### config.mk
export PLATFORM = sky130hd
export DESIGN_NAME = fetch_unit
export DESIGN_NICKNAME = d
export VERILOG_FILES = /design/src/rtl/fetch_unit.sv
export SDC_FILE = /design/constraint.sdc
export NUM_CORES = 1
export LEC_CHECK = 0
export ABC_AREA = 1
export CAP_MARGIN = 15
export CORE_MARGIN = 2
export CORE_UTILIZATION = 41
export DETAILED_ROUTE_END_ITERATION = 16
export PLACE_DENSITY = 0.82
export SKIP_CTS_REPAIR_TIMING = 1
export SYNTH_ARGS = -nofsm -noshare
export SYNTH_HDL_FRONTEND = slang
export SYNTH_SLANG_ARGS = --single-unit
### constraint.sdc
create_clock -name clock -period 1.35 [get_ports clock]
set_clock_uncertainty 0.15 [all_clocks]
set_input_delay 0.135 -clock clock [delete_from_list [all_inputs] [get_ports clock]]
set_output_delay 0.135 -clock clock [all_outputs]
set_load 0.02 [all_outputs]
### src/rtl/fetch_unit.sv
// Fetch stage: two-phase fetch/execute sequencer holding the PC, the fetch register and the ALU flags.
// Latency: all outputs are registered; every request takes effect on the next active clock edge.
// Backpressure: none; enable=0 freezes all state for as long as it is held low.
module fetch_unit #(
   parameter int                ADDR_W   = 12,
   parameter logic [ADDR_W-1:0] RESET_PC = '0
) (
   input  logic              clock,
   input  logic              reset,
   input  logic              enable,
   input  logic [7:0]        program_byte,
   input  logic              incPC,
   input  logic              loadPC,
   input  logic              loadFlags,
   input  logic              c_in,
   input  logic              z_in,
   output logic [ADDR_W-1:0] pc,
   output logic              phase,
   output logic [3:0]        instr,
   output logic [3:0]        oprnd,
   output logic              c_flag,
   output logic              z_flag
);

   typedef enum logic {
      FETCH   = 1'b0,
      EXECUTE = 1'b1
   } phase_t;

   // Opcode in the high nibble, operand in the low nibble, as stored in program memory.
   typedef struct packed {
      logic [3:0] opcode;
      logic [3:0] operand;
   } fetchReg_t;

   phase_t            phaseReg, phaseNext;
   fetchReg_t         fetchReg, fetchNext;
   logic [ADDR_W-1:0] pcReg, pcNext;
   logic [11:0]       jumpTarget;
   logic              cReg, cNext;
   logic              zReg, zNext;

   // Next-state logic: phase toggles, fetch register loads only in the fetch phase,
   // jump beats increment, flags capture on request; nothing moves without enable.
   always_comb begin
      phaseNext  = phaseReg;
      fetchNext  = fetchReg;
      pcNext     = pcReg;
      cNext      = cReg;
      zNext      = zReg;
      // Jump target uses the operand latched in the fetch phase plus the byte now on the bus.
      jumpTarget = {fetchReg.operand, program_byte};
      if (enable) begin
         if (phaseReg == FETCH) begin
            phaseNext = EXECUTE;
            fetchNext = fetchReg_t'(program_byte);
         end else begin
            phaseNext = FETCH;
         end
         if (loadPC) begin
            pcNext = ADDR_W'(jumpTarget);
         end else if (incPC) begin
            pcNext = pcReg + ADDR_W'(1);
         end
         if (loadFlags) begin
            cNext = c_in;
            zNext = z_in;
         end
      end
   end

   // State registers; reset clears everything immediately, discarding any in-flight instruction.
   always_ff @(posedge clock or posedge reset) begin
      if (reset) begin
         phaseReg <= FETCH;
         fetchReg <= '0;
         pcReg    <= RESET_PC;
         cReg     <= 1'b0;
         zReg     <= 1'b0;
      end else begin
         phaseReg <= phaseNext;
         fetchReg <= fetchNext;
         pcReg    <= pcNext;
         cReg     <= cNext;
         zReg     <= zNext;
      end
   end

   assign pc     = pcReg;
   assign phase  = phaseReg;
   assign instr  = fetchReg.opcode;
   assign oprnd  = fetchReg.operand;
   assign c_flag = cReg;
   assign z_flag = zReg;

endmodule

**After elaboration in Yosys (flattened, before gate mapping)**

Index checks and enable logic that the tools add are counted.

- Add/sub/neg operators: 1
- Muxes and demuxes: 3
- Bitwise gates (word level): 1
- Reductions and logical operators: 4

Operators by type and width:

| kind | count |
|---|---|
| $mux W12 | 2 |
| $add A12 B1 Y12 const B | 1 |
| $reduce_and A2 Y1 | 3 |
| $reduce_bool A2 Y1 | 1 |
| $mux W1 | 1 |
| $not A1 Y1 | 1 |

- Flip-flop bits (word level): 23
- Input port bits: 16

**Logic depth before layout (Yosys ltp)**

- Depth after elaboration: 3
- Depth in mapped cells: 8
- Gate-level depth less buffers: 8

**Worst setup path before layout**

OpenSTA, ideal clock, no wires.

- Path type: flip-flop to flip-flop
- From: register pcReg[1], in the netlist pc[1]
- To: register pcReg[8], in the netlist pc[8]
- Library setup time: 117 ps
- Arrival: 1200 ps
- Data required time: 1083 ps
- Slack: -116 ps
- Cell stages (with the launch flop): 9
- Period minus slack after synthesis: 1466 ps
- Cells stage by stage: dfrtp_1 ha_1 nand3_1 nor2_2 nand2_1 nand2_1 nand3_1 nand2_1 nand2_1

- Longest elaborated chain between the ends: 3

Ends and longest elaborated chain:

| item | line | RTL |
|---|---|---|
| start, declared | 38 | `logic [ADDR_W-1:0] pcReg, pcNext;` |
| start signal, assigned | 83 | `pcReg <= pcNext;` |
| $add A12 B1 Y12 | 63 | `pcNext = pcReg + ADDR_W'(1);` |
| $mux W12 | 62 | `end else if (incPC) begin` |
| $mux W12 | 60 | `if (loadPC) begin` |

No other way between the ends. The select of a mux whose other input is x is not followed.
A chain may end at the register's enable or synchronous reset.

**Final worst setup path**

- From: register pcReg[0], in the netlist pc[0]
- To: register pcReg[8], in the netlist pc[8]

Same word-level chain as after synthesis.

==> reports/qor.csv <==
metric,value,unit
outcome,"finished, violations left",
violated checks,"hold timing, setup timing",
Initial Util,42.4,%
Final Core Density,65.0,%
WP data required,1420,ps
vias in the first global route,1237,
# nets final,229,
worst-path fanout max,5,
wire per inst,12.7,um
synthesized net count,176,
design area,0.00193,sq mm
Skew-Pair Late Insertion Delay,320,ps
MaxCap Viol Count,0,
number of CTS-inserted buffers,3,
GPL Wtd Cong,0.855,
Yosys warnings,0,
ant diodes,0,
final slew viol count,0,
largest net degree at the start of global routing,24,
row cnt,20,
top post-synthesis cells by area,"dfrtp_1 46%, nand2_1 15%, inv_1 4.5%",
Die Wd,59.5,um
Core ar.,0.00298,sq mm
Slew HR,80.0,%
post-synth cell types,24,
Tcrit/Tclk final,101,%
"commonest non-fill, non-tap cell in the layout",nand2_1,
register area,583,sq um
Layout area overhead,53.2,%
Worst R2R End,pc[8],
power density cells,1180,mW/mm^2
multi-input logic area,641,sq um
Post-Synthesis Cells,159,
CTS tree,yes,
CP endpoint kind,flop,
hold_ws,-8.94,ps
worst hold path class,in2async,
CP Launch Type,flop,
most frequent cells in the layout,"51 x nand2_1, 22 x dlymetal6s2s_1, 17 x dfrtp_1, 15 x clkdlybuf4s50_1",
Mapped Area,0.00126,sq mm
Worst Reg-to-Reg Cells,8,
DP Area,0.00180,sq mm
Max Freq,0.732,GHz
Final Hold Viols,13,
H-tree levels,1,
Avg Inst Size Synth,7.94,sq um
layout cells sized above 1,25.1,%
top-area cell type share of the netlist area,45.6,%
"flops & latches, synth",23,
sequential fraction of the synthesis area,45.6,%
Worst R2R Start,pc[0],
port bufs,38,
RSZ-0062 raised after global routing,yes,
initial antenna violation count,0,
routed vias/inst,5.14,
"IR drop worst, VDD",0.681,mV
LEAKAGE,0.00109,uW
Ports,39,
CP Capture Point,pc[8],
DR DRC count,0,
Critical Path AT,1430,ps
first-pass GRT wire length,5120,um
drt total wl,3110,um
clk buf depth,2,
number of nets with antenna violations after routing,0,
grt total ovfl,0,
Synth area leader,dfrtp_1,
critical path launch point,pc[0],
Worst Tran Pin Value,301,ps
Global Route Usage Sum,19.0,%
total power,2270,uW
Fillers,237,
DP HPWL,2260,um
# clock sinks,23,
Vias,1253,
DR iter-0 viols,25,
CP Class,reg2reg,
flop2flop setup slack,-20,ps
Chip Height,59.5,um
DRT Pass-1 Iters,5,
die area,0.00354,sq mm
CTS root buf,clkbuf_4,
fin crit period,1370,ps
final setup violation count,1,
setup ws final,-16.6,ps
clock-pin slew on the worst setup and hold paths,130,ps
## layer usage
metal | up-vias | global-route usage [%] | wire, um | share of wire [%]
met2 | 42 | 31.4 | 1540 | 50
met3 | 7 | 2.84 | 168 | 5.4
met4 | 0 | 8.25 | 55 | 1.8
li1 | 616 | - | - | -
met5 | - | 0 | 0 | 0
met1 | 588 | 24.6 | 1340 | 43
## cell type report
class	instances	share of cell area, %
tap	33	2.13
inverter	18	3.49
sequential	23	30.1
multi-input combinational	112	33.1
clock buffer	4	1.36
timing repair buffer	54	29.8
## how the worst min path moves through the flow
stage | from | to | slack, ps
finish | reset | z_flag | -9
global route | reset | z_flag | 40
CTS | reset | instr[1] | 7
detailed placement | instr[1] | instr[1] | 330
global placement | instr[1] | instr[1] | 330
floorplan | reset | c_flag | -10
## critical path: stages (launching register included)
cell and delay [ps]:
dfrtp_2 440, ha_4 170, nand3_4 70, nor2_4 130, nand2_1 60, nand2_1 70, nand3_1 60, nand2_1 60
nand2_1 60
## synthesized netlist by cell type
master and number:
o211ai_1 1, mux2_4 3, o21ai_0 9, nand3b_1 2, dfrtp_1 23, mux2_2 2
ha_1 1, nor2_1 10, nor2_2 4, nand2_1 52, a21oi_1 6, o22ai_1 1
buf_6 2, o21ai_2 4, a21oi_2 2, o21bai_1 1, nand3_1 8, buf_2 4
inv_2 3, o21ai_1 2, inv_1 15, a31oi_1 1, or2_1 1, nand4_1 2
## cell families (layout without fill, tap and decap cells)
family                   count (synthesis)  in the layout  share of synthesized area (%)
AND/OR/NAND/NOR                         79             79                           26.3
AO/OA/AOI/OAI                           27             27                           13.1
buffers and inverters                   24             76                           8.72
flip-flops                              23             23                           45.6
multiplexers                             5              5                           5.35
adder cells (fa/ha/maj)                  1              1                          0.991
## power breakdown
group	total, uW	internal [uW]	switching, uW
clock network	327	116	212
logic	1010	491	522
registers	934	825	109
total	2270	1430	843
## sequential cells by signal (all words and copies together), names as in the netlist
signal  count
phase       1
c_flag      1
instr       4
pc         12
oprnd       4
z_flag      1
## through the flow
stage               cells  setup slack (ps)  setup TNS (ps)
floorplan             159             -6.12           -9.95
global placement      239              -275           -3680
finish                244             -16.6           -16.6
global route          244             -75.7            -348
detailed placement    239              -337           -4360
CTS                   243              -335           -6250
Note: power is estimated with default switching activity, not from simulation.
